$ cat config.mk
export PLATFORM = sky130hd
export DESIGN_NAME = tf_filter_mc
export DESIGN_NICKNAME = d
export VERILOG_FILES = /design/src/rtl/tf_filter_mc.sv
export SDC_FILE = /design/constraint.sdc
export NUM_CORES = 1
export LEC_CHECK = 0
export CORE_MARGIN = 5
export CORE_UTILIZATION = 35
export DETAILED_ROUTE_END_ITERATION = 12
export HOLD_SLACK_MARGIN = 0.03
export PLACE_DENSITY = 0.56
export SETUP_SLACK_MARGIN = 0.4
export SYNTH_ARGS = -nofsm -noshare
export SYNTH_HDL_FRONTEND = slang
export SYNTH_SLANG_ARGS = --single-unit
$ cat constraint.sdc
create_clock -name clk -period 11.2 [get_ports clk]
set_input_delay 1.12 -clock clk [delete_from_list [all_inputs] [get_ports clk]]
set_output_delay 1.12 -clock clk [all_outputs]
set_load 0.02 [all_outputs]
$ cat src/rtl/tf_filter_mc.sv
// rtl/tf_filter_mc.sv - multichannel biquad IIR filter sharing one multiplier-accumulator
//
// Ports:
//   clk        single clock, all state updates on the rising edge
//   rst        asynchronous active-low reset
//   in_valid   sample offered              in_ready   block idle and able to accept
//   in_ch      channel of offered sample   in_data    signed sample x[n]
//   out_valid  result available            out_ready  downstream accepts result
//   out_ch     channel of result           out_data   signed saturated result y[n]
//   coef_we    coefficient write strobe    coef_ch    channel of coefficient write
//   coef_idx   0=b0 1=b1 2=b2 3=a1 4=a2    coef_data  signed coefficient, FRAC_BITS fraction
//   hist_clr   clear every channel history (honoured only while idle)
module tf_filter_mc #(
    parameter int N_CH       = 2,
    parameter int WIDTH      = 16,
    parameter int COEF_WIDTH = 16,
    parameter int FRAC_BITS  = 14,
    localparam int CH_W      = (N_CH > 1) ? $clog2(N_CH) : 1
) (
    input  logic                         clk,
    input  logic                         rst,
    input  logic                         in_valid,
    output logic                         in_ready,
    input  logic [CH_W-1:0]              in_ch,
    input  logic signed [WIDTH-1:0]      in_data,
    output logic                         out_valid,
    input  logic                         out_ready,
    output logic [CH_W-1:0]              out_ch,
    output logic signed [WIDTH-1:0]      out_data,
    input  logic                         coef_we,
    input  logic [CH_W-1:0]              coef_ch,
    input  logic [2:0]                   coef_idx,
    input  logic signed [COEF_WIDTH-1:0] coef_data,
    input  logic                         hist_clr
);

    localparam int PROD_W = WIDTH + COEF_WIDTH;
    localparam int ACC_W  = PROD_W + 3;
    localparam int CH_SPAN = 1 << CH_W;

    // One bit per encodable channel number, set for channels that exist.
    localparam logic [CH_SPAN-1:0] CH_MASK = {CH_SPAN{1'b1}} >> (CH_SPAN - N_CH);

    localparam logic signed [ACC_W-1:0] SAT_MAX = {{(ACC_W-WIDTH+1){1'b0}}, {(WIDTH-1){1'b1}}};
    localparam logic signed [ACC_W-1:0] SAT_MIN = {{(ACC_W-WIDTH+1){1'b1}}, {(WIDTH-1){1'b0}}};

    typedef enum logic [1:0] {
        IDLE = 2'd0,
        MAC  = 2'd1,
        OUT  = 2'd2
    } state_t;

    state_t state_q, state_d;

    // Low only until the first edge after reset, so in_ready stays low in reset.
    logic                         live_q;
    // 0..4 select the product accumulated at the next edge, 5 finalises.
    logic [2:0]                   step_q;
    logic [CH_W-1:0]              cur_ch_q;
    logic signed [WIDTH-1:0]      x_cur_q;
    logic signed [ACC_W-1:0]      acc_q;

    logic signed [COEF_WIDTH-1:0] coef_q [N_CH][5];
    logic signed [WIDTH-1:0]      x1_q [N_CH];
    logic signed [WIDTH-1:0]      x2_q [N_CH];
    logic signed [WIDTH-1:0]      y1_q [N_CH];
    logic signed [WIDTH-1:0]      y2_q [N_CH];

    logic                         accept;
    logic                         coef_ok;
    logic signed [COEF_WIDTH-1:0] mac_coef;
    logic signed [WIDTH-1:0]      mac_opnd;
    logic                         mac_sub;
    logic signed [PROD_W-1:0]     product;
    logic signed [ACC_W-1:0]      prod_ext;
    logic signed [ACC_W-1:0]      term;
    logic signed [ACC_W-1:0]      shifted;
    logic signed [WIDTH-1:0]      y_sat;

    assign in_ready = live_q && (state_q == IDLE);
    assign accept   = in_valid && in_ready;
    assign coef_ok  = coef_we && CH_MASK[coef_ch] && (coef_idx <= 3'd4);

    // Operand selection for the shared MAC: b0*x, b1*x1, b2*x2, then a1*y1, a2*y2 subtracted.
    always_comb begin
        mac_coef = '0;
        mac_opnd = '0;
        mac_sub  = 1'b0;
        case (step_q)
            3'd0: begin
                mac_coef = coef_q[cur_ch_q][0];
                mac_opnd = x_cur_q;
            end
            3'd1: begin
                mac_coef = coef_q[cur_ch_q][1];
                mac_opnd = x1_q[cur_ch_q];
            end
            3'd2: begin
                mac_coef = coef_q[cur_ch_q][2];
                mac_opnd = x2_q[cur_ch_q];
            end
            3'd3: begin
                mac_coef = coef_q[cur_ch_q][3];
                mac_opnd = y1_q[cur_ch_q];
                mac_sub  = 1'b1;
            end
            3'd4: begin
                mac_coef = coef_q[cur_ch_q][4];
                mac_opnd = y2_q[cur_ch_q];
                mac_sub  = 1'b1;
            end
            default: ;
        endcase
    end

    assign product  = mac_coef * mac_opnd;
    assign prod_ext = {{(ACC_W-PROD_W){product[PROD_W-1]}}, product};
    assign term     = mac_sub ? -prod_ext : prod_ext;

    // Arithmetic shift floors toward minus infinity; then clamp to the sample range.
    assign shifted = acc_q >>> FRAC_BITS;

    always_comb begin
        y_sat = shifted[WIDTH-1:0];
        if (shifted > SAT_MAX) begin
            y_sat = SAT_MAX[WIDTH-1:0];
        end else if (shifted < SAT_MIN) begin
            y_sat = SAT_MIN[WIDTH-1:0];
        end
    end

    always_ff @(posedge clk or negedge rst) begin
        if (!rst) begin
            state_q <= IDLE;
        end else begin
            state_q <= state_d;
        end
    end

    // Samples for non-existent channels are handshaken but leave the block idle.
    always_comb begin
        state_d = state_q;
        case (state_q)
            IDLE: if (accept && CH_MASK[in_ch]) state_d = MAC;
            MAC:  if (step_q == 3'd5) state_d = OUT;
            OUT:  if (out_ready) state_d = IDLE;
            default: state_d = IDLE;
        endcase
    end

    always_ff @(posedge clk or negedge rst) begin
        if (!rst) begin
            live_q    <= 1'b0;
            step_q    <= '0;
            cur_ch_q  <= '0;
            x_cur_q   <= '0;
            acc_q     <= '0;
            out_valid <= 1'b0;
            out_ch    <= '0;
            out_data  <= '0;
            for (int c = 0; c < N_CH; c++) begin
                x1_q[c] <= '0;
                x2_q[c] <= '0;
                y1_q[c] <= '0;
                y2_q[c] <= '0;
                for (int k = 0; k < 5; k++) begin
                    coef_q[c][k] <= '0;
                end
            end
        end else begin
            live_q <= 1'b1;
            case (state_q)
                IDLE: begin
                    // Writes and clears land on the accepting edge, so the
                    // accepted sample's MAC already sees them.
                    if (coef_ok) begin
                        coef_q[coef_ch][coef_idx] <= coef_data;
                    end
                    if (hist_clr) begin
                        for (int c = 0; c < N_CH; c++) begin
                            x1_q[c] <= '0;
                            x2_q[c] <= '0;
                            y1_q[c] <= '0;
                            y2_q[c] <= '0;
                        end
                    end
                    if (accept) begin
                        cur_ch_q <= in_ch;
                        x_cur_q  <= in_data;
                        acc_q    <= '0;
                        step_q   <= '0;
                    end
                end
                MAC: begin
                    if (step_q != 3'd5) begin
                        acc_q  <= acc_q + term;
                        step_q <= step_q + 3'd1;
                    end else begin
                        out_data  <= y_sat;
                        out_ch    <= cur_ch_q;
                        out_valid <= 1'b1;
                        x2_q[cur_ch_q] <= x1_q[cur_ch_q];
                        x1_q[cur_ch_q] <= x_cur_q;
                        y2_q[cur_ch_q] <= y1_q[cur_ch_q];
                        y1_q[cur_ch_q] <= y_sat;
                    end
                end
                OUT: begin
                    if (out_ready) begin
                        out_valid <= 1'b0;
                    end
                end
                default: ;
            endcase
        end
    end

endmodule

## Word level (Yosys, flattened, before mapping)

Index checks and enable logic that the tools add are counted.

| operators by class | value |
|---|---|
| add/sub/neg operators | 3 |
| multipliers | 1 |
| order comparisons | 11 |
| equal/unequal tests | 15 |
| muxes and demuxes | 56 |
| bitwise operators | 4 |
| reductions and logical operators | 20 |

Operators by type and width:

| cell | number |
|---|---|
| 2-to-1 mux 80 bit | 4 |
| 2-to-1 mux 16 bit | 16 |
| case mux 32 bit (2 select lines) | 4 |
| bitwise mux 160 bit | 1 |
| 2-to-1 mux 32 bit | 5 |
| case mux 16 bit (5 select lines) | 2 |
| bitwise mux 32 bit | 4 |
| 2-to-1 mux 35 bit | 3 |
| demux 80 bit (select 1 bit) | 1 |
| case mux 35 bit (2 select lines) | 1 |
| demux 16 bit (select 3 bit) | 1 |
| adder 35 bit | 1 |
| negator 32 -> 35 bit | 1 |
| multiplier 16 x 16 -> 32 bit | 1 |
| greater-than comparator 21 x 16 -> 1 bit (second input constant) | 1 |
| < comparator 21 x 16 -> 1 bit (second input constant) | 1 |
| demux 16 bit (select 1 bit) | 1 |
| != test 2 bit (second input constant) | 6 |
| AND reduction 3 bit | 4 |
| logical AND 1 bit | 8 |
| == test 3 x 2 -> 1 bit (second input constant) | 2 |
| == test 3 bit (second input constant) | 2 |
| 2-to-1 mux 2 bit | 3 |
| 2-to-1 mux 3 bit | 2 |
| 24 further kinds | 35 |

| storage, ports and cells | value |
|---|---|
| register bits | 364 |
| input port bits | 43 |
| logic and storage cells | 137 |

## Logic depth before layout (Yosys ltp)

Gate-level depths: netlist (run 1).

| logic depth | value |
|---|---|
| word-level depth | 11 |
| mapped depth | 51 |
| mapped depth without buffers | 46 |

## Least setup slack after synthesis (run 1)

OpenSTA, ideal clock, no wires.

| path | value |
|---|---|
| path kind | register -> register |
| start | register step_q[2] |
| end | register acc_q[33] |
| library setup time | 135 ps |
| arrival time | 10,731 ps |
| data required time | 11,065 ps |
| path slack | 334 ps |
| cell stages (with the launch flop) | 45 |
| period minus slack after synthesis | 10,866 ps |
| cells stage by stage | dfrtp_1 buf_2 buf_1 inv_1 ha_1 clkbuf_1 buf_1 clkbuf_1 a221oi_1 a21oi_1 a221oi_1 clkbuf_1 nor2_1 fa_1 inv_1 fa_1 fa_1 inv_1 [9 not listed] o22ai_2 a21oi_1 o311a_1 or4b_4 nor4_4 nor2_1 xnor2_1 ha_1 a21o_1 a21o_1 a21o_1 a21oi_1 o21bai_1 a2111o_1 a22o_1 a211oi_1 xor2_1 o21ai_0 |

| between the ends | value |
|---|---|
| cells in the longest elaborated chain, start to end | 8 |
| elaborated cells between the ends (all ways) | 18 |

RTL lines:

| element | line | RTL |
|---|---|---|
| start: declaration | 58 | `logic [2:0] step_q;` |
| start signal: assignment | 197 | `step_q <= step_q + 3'd1;` |
| == test 3 bit, or another cell as far along | 89 | `case (step_q)` |
| case mux 16 bit (5 select lines) | 89 |  |
| multiplier 16 x 16 -> 32 bit | 116 | `assign product = mac_coef * mac_opnd;` |
| negator 32 -> 35 bit | 118 | `assign term = mac_sub ? -prod_ext : prod_ext;` |
| 2-to-1 mux 35 bit | 118 |  |
| adder 35 bit | 196 | `acc_q <= acc_q + term;` |
| 2-to-1 mux 35 bit | 195 | `if (step_q != 3'd5) begin` |
| case mux 35 bit (2 select lines) | 172 | `case (state_q)` |
| end signal: assignment | 196 |  |
| end: declaration | 61 | `logic signed [ACC_W-1:0] acc_q;` |

Several ways; a longest one is shown, not always the timed one. The select of a mux whose other input is x is not followed.
A chain may end at the register's enable or synchronous reset.

## Worst setup path after layout (run 1)

| path | value |
|---|---|
| start | register step_q[1] |
| end | register acc_q[34] |

Same word-level chain as after synthesis.

==> metrics.txt, run 1 <==
antenna cells 0; max-slew violations 0; DR vias ~22000; clock skew 0.04904 ns; Slowest cell on crit path or4b_4; synthesized instance count 3062; Core Box Area approximately 80000 um2; Area Overhead vs Synth 15.90%; I/O Pins a little over 60; TritonCTS Buffers 41; starting density of the core 35.29%; Avg WL per Cell 20.00 um; synth warn 0; register bit count reported by yosys roughly 360; WL final 84980 um; root buffer cell clkbuf_16; number of global-route vias before repair 22330; width of the die 297.7 um; RSZ-0062 raised after global routing yes; clk sinks 364; GRT overflow 0; Placed Cells 4128; CP arrival 11.00 ns; first-pass GRT wire length 133200 um; status finished, final reports clean; r2r endpoint acc_q[34]; CTS tree done; count of flip-flops with a built-in enable after synthesis 0; Final Non-Filler Cells 4249; CP peak stage delay 0.59 ns; synth unique cells 82; Crit path top cell by count fa_1; Mapped Area 28970 um2; Max Freq 0.09529 GHz; top-count cell post-synth nand2_1; Worst path top cell family by delay adder cells; final hold vios 0; largest cells by area after synthesis dfrtp_1, fa_1, mux2_2; fraction of registers with async set/reset 100.0%; Hold Crit Start out_ch; DRT iter0 DRCs around 1700; leading area contributor after synthesis dfrtp_1; Fillers 8080; H-Tree Depth 2; max-cap check violation count 0; reg2reg start step_q[1]; Setup Crit Path Kind flop to flop; hold endpoint out_ch; Hold Path Depth 2; Tightest Hold Check Type flop to flop; Slew HR between 20% and 30%; DR vias/cell 5.227; Final HPWL DP 62720 um; largest net degree at the start of global routing 94; row count 105; CP Capture Type flop; Synth Flop Type dfrtp_1; syn nets approximately 3500; Worst Tran Pin Value 1.122 ns; final setup vio count 0; Worst Setup Start Kind flop; largest fanout on the critical path 11; Clock Latency Late Sink 0.59 ns; Reg2Reg Setup Slack between 0.7 and 0.8 ns; final cycle utilization of the critical path around 94%; post-layout minimum cycle time approximately 10 ns; hold_buf cts 0; FF-to-FF path depth 41; chip height 297.7 um; Syn Area/Cell 9.462 um2; synth cell count leaders nand2_1, dfrtp_1, inv_1; layout cell share with drive strength beyond 1 17.43%; top cell type's share of synthesized area 31.44%; port bufs 61; sequential-to-total area share from yosys stat about a third; initial antenna violation count 4; setup_tns 0 ns; die area just under 90000 um2; CP bufs+invs 7; 1st-pass router iterations 5; fin nets 3583; RePlAce Congestion 0.9251; Detail Route Antenna Nets 0; All-Layer GR Usage 18.79%; clock buffer depth 3; CP required 11.71 ns; DRC errors left 0; Clk pin slew, worst setup/hold paths 0.08 ns
-- metal layers --
layer | part of all wire, % | GRT usage [%]
met1 | 46 | 27.08
met2 | 44 | 28.44
met3 | 6.6 | 4.478
met4 | 3.4 | 5.093
met5 | 0.018 | 0
-- metrics by stage --
| stage | hold WS [ns] | instance area (um2) | utilization, % | setup WS, ns |
|---|---|---|---|---|
| global route | 0.5025 | 33580 | 40.90 | 0.3129 |
| floorplan | 0.4548 | 28980 | - | 0.4110 |
| global placement | 0.4606 | 31180 | 37.97 | 0.3376 |
| detailed placement | 0.4637 | 31180 | 37.97 | 0.2649 |
| CTS | 0.4788 | 32560 | 39.65 | 0.4138 |
| finish | 0.4762 | 33580 | 40.90 | 0.7053 |
-- cell type report --
type	instances	area (um2)	share of cell area, %
Clock buffer	59	1196	3.562
Inverter	324	1216	3.622
Tap cell	1070	1339	3.987
Clock inverter	9	123.9	0.3689
Timing Repair Buffer	214	1939	5.775
Multi-Input combinational cell	2209	18650	55.54
Sequential cell	364	9116	27.15
-- worst max path at each step --
stage / from / endpoint / cells past startpoint
2_1_floorplan: step_q[2] / acc_q[33] / 44
3_3_place_gp: step_q[0] / acc_q[34] / 38
3_5_place_dp: step_q[0] / acc_q[34] / 38
4_1_cts: step_q[0] / acc_q[34] / 42
5_1_grt: step_q[0] / acc_q[34] / 42
6_report: step_q[1] / acc_q[34] / 41
-- what timing repair did --
item                                    in CTS  in global routing
cloned                                       0                  3
pin swaps                                    0                 43
setup buffers                                2                 48
endpoints found under the setup margin       4                 10
resized for setup                            8                137
-- cells by family after synthesis --
family / Yosys count / synth area share (%)
simple gates: 1013 / 15.65
buf+inv: 490 / 6.434
compound gates: 469 / 10.82
fa+ha+maj: 386 / 23.51
flops: 364 / 31.44
mux: 246 / 9.332
xor+xnor: 93 / 2.811
other cells: 1 / 0.01294
-- flip-flops by register name (all words and copies together) (netlist names), 3 cells and up --
name      flops
x_cur_q      16
step_q        3
coef_q      160
y2_q         32
x1_q         32
acc_q        35
y1_q         32
out_data     16
x2_q         32
-- worst min-delay path, delay by kind of cell, from the launching register on --
kind	cells	cell delay, ns
DFF	1	0.34
and+or+nand+nor	2	0.11
-- placed cells by master, fill, tap and decap left out, drive strengths merged, types with 7 or more instances in the layout --
master,count
a211oi,8
a21o,45
a21oi,100
a221o,23
a221oi,19
a22oi,19
a31oi,12
and2,26
and3,21
buf,152
clkbuf,61
clkdlybuf4s50,60
dfrtp,364
fa,264
ha,122
inv,325
mux2,193
mux2i,53
nand2,434
nand2b,28
nand3,205
nor2,199
nor2b,22
nor3,26
nor4,8
o211ai,15
o21ai,131
o21bai,13
o22ai,22
o31ai,7
or2,16
or3,10
xnor2,66
xor2,27
Power of run 1 is left out: the tool's default activity adds up to more than one toggle a clock period on the data nets, which glitch-free logic cannot reach.
==> run 2: changes to the inputs <==
--- a/config.mk
+++ b/config.mk
@@ -7,6 +7,7 @@
 export LEC_CHECK = 0
 export CORE_MARGIN = 5
 export CORE_UTILIZATION = 35
+export CTS_CLUSTER_DIAMETER = 40
 export DETAILED_ROUTE_END_ITERATION = 12
 export HOLD_SLACK_MARGIN = 0.03
 export PLACE_DENSITY = 0.56
==> run 2 against run 1 <==
  * Routed wire length is 0.29% lower
  * First-iteration DRC count decreased by 6.2%
  * Non-clock buffer count increased by 3
  * Highest routed layer unchanged
  * Critical path type unchanged
  * Critical path depth is the same
  * Sequential share of layout area down 0.31 points
  * Sequential cell count unchanged
  * Register-to-register slack improved by 0.09 ns
  * Core utilization up 0.47 points
  * Worst setup slack improved by 0.085 ns
  * Final area increased by 1.1%
  * Largest cell class unchanged
==> metrics.txt, run 2 (same netlist as run 1, synthesis figures left out) <==
status finished, final reports clean; largest net degree at the start of global routing 94 (unchanged); CP required 11.67 ns (-0.04 ns); CP arrival 10.88 ns (-0.12 ns); Avg WL per Cell 19.80 um (-0.99%); max-slew violations 0 (unchanged); CP peak stage delay 0.58 ns (about the same); I/O Pins 62 (unchanged); initial antenna violation count 4 (unchanged); Setup Crit Path Kind flop to flop; number of global-route vias before repair 22410 (+0.37%); Clock Latency Late Sink 0.61 ns (+0.02 ns); setup_tns 0 ns (unchanged); clk sinks 364 (unchanged); Tightest Hold Check Type flop to flop; top flop regs coef_q (160), acc_q (35); DRC errors left 0 (unchanged); clock buffer depth 3 (unchanged); post-place setup slack 0.2649 ns (unchanged); most flop-heavy register coef_q; H-Tree Depth 2 (unchanged); clock skew 0.06534 ns (+0.01629 ns); Critical Path End acc_q[34]; layout cell share with drive strength beyond 1 18.17% (+0.74 points); Largest register FFs 160 (unchanged); DRT iter0 DRCs 1568 (-6.2%); final hold vios 0 (unchanged); final cycle utilization of the critical path 92.94% (-0.76 points); Fillers 8025 (-0.68%); Detail Route Antenna Nets 0 (unchanged); Area Overhead vs Synth 17.23%; CP Capture Type flop; largest fanout on the critical path 20 (+9); most common cell after layout, fill and taps aside nand2_1; chip height 297.7 um (unchanged); first-pass GRT wire length 133000 um (-0.10%); post-layout minimum cycle time 10.41 ns (-0.08532 ns); Setup crit start step_q[1]; die area 88640 um2 (unchanged); DR vias/cell 5.212 (-0.29%); Crit path top cell by count fa_1; TritonCTS Buffers 51 (+24%); Reg2Reg Setup Slack 0.79 ns (+0.09 ns); FF-to-FF path depth 41 (unchanged); CTS tree done; WL final 84730 um (-0.29%); Slew HR 23.24% (-1.7 points); width of the die 297.7 um (unchanged); max-cap check violation count 0 (unchanged); reg2reg start step_q[1]; DR vias 22300 (+0.42%); fin nets 3597 (+0.39%); r2r endpoint acc_q[34]; cell depth of the worst setup path 41 (unchanged); Core Box Area 82110 um2 (unchanged); Max Freq 0.09607 GHz (+0.82%); All-Layer GR Usage 18.74% (-0.049 points); 1st-pass router iterations 5 (unchanged); RSZ-0062 raised after global routing no; most frequent cells in the layout nand2_1, dfrtp_1, inv_1; Worst path top cell family by delay adder cells; RePlAce Congestion 0.9251 (unchanged); Slowest cell on crit path or4b_4; final setup vio count 0 (unchanged); starting density of the core 35.29% (unchanged); row count 105 (unchanged); port bufs 61 (unchanged); root buffer cell clkbuf_16; GRT overflow 0 (unchanged); Clk pin slew, worst setup/hold paths 0.06 ns (-0.02 ns); Worst Tran Pin Value 1.148 ns (+0.02573 ns); Final HPWL DP 62720 um (unchanged); antenna cells 0 (unchanged); Worst Setup Start Kind flop; Final WS setup 0.7906 ns (+0.08532 ns); CP bufs+invs 8 (+1)
==> run 2: final cells by class <==
type	count	area, um2	area share, %
Clock buffer	64	1385	4.078
Timing Repair Buffer	217	1952	5.747
Tap cell	1070	1339	3.942
Multi-Input combinational cell	2210	18650	54.91
Inverter	324	1216	3.581
Sequential cell	364	9116	26.84
Clock inverter	30	306.5	0.9025
==> run 2: repair_timing <==
action,CTS,global route
pin swaps,1,44
hold buffers,0,0
gates resized for setup,13,135
endpoints found under the setup margin,4,11
buffers inserted,3,51
cloned,0,3
==> run 2: worst reg2reg max path: cells and delay by family (launching register included) <==
kind,cells,cell delay [ns]
compound gates,11,2.42
xor+xnor,1,0.19
fa+ha+maj,9,3.79
buf+inv,8,1.05
flops,1,0.44
mux,1,0.09
simple gates,11,2.28
==> run 2: routing by layer <==
layer | vias up | global-route usage, % | routed length, um
li1 | 10470 | - | -
met1 | 11150 | 27.02 | 38680
met2 | 575 | 28.55 | 38030
met3 | 112 | 4.412 | 5779
met4 | 2 | 4.767 | 2227
met5 | - | 0 | 13
==> run 2: worst min path at each step <==
stage	from	end	slack, ns	cells after the start
2_1_floorplan	y1_q[15]	y2_q[15]	0.45	2
3_3_place_gp	out_ch	out_ch	0.46	2
3_5_place_dp	out_ch	out_ch	0.46	2
4_1_cts	out_ch	out_ch	0.48	2
5_1_grt	out_data[7]	out_data[7]	0.51	2
6_report	out_ch	out_ch	0.48	2
==> run 2: stage by stage <==
stage,area [um2],instances,utilization [%],hold slack (ns)
floorplan,28980,3062,-,0.4548
global placement,31180,4128,37.97,0.4606
detailed placement,31180,4128,37.97,0.4637
CTS,32960,4225,40.14,0.4783
global route,33970,4279,41.37,0.5066
finish,33970,4279,41.37,0.4750
Power of run 2 is left out for the same reason.
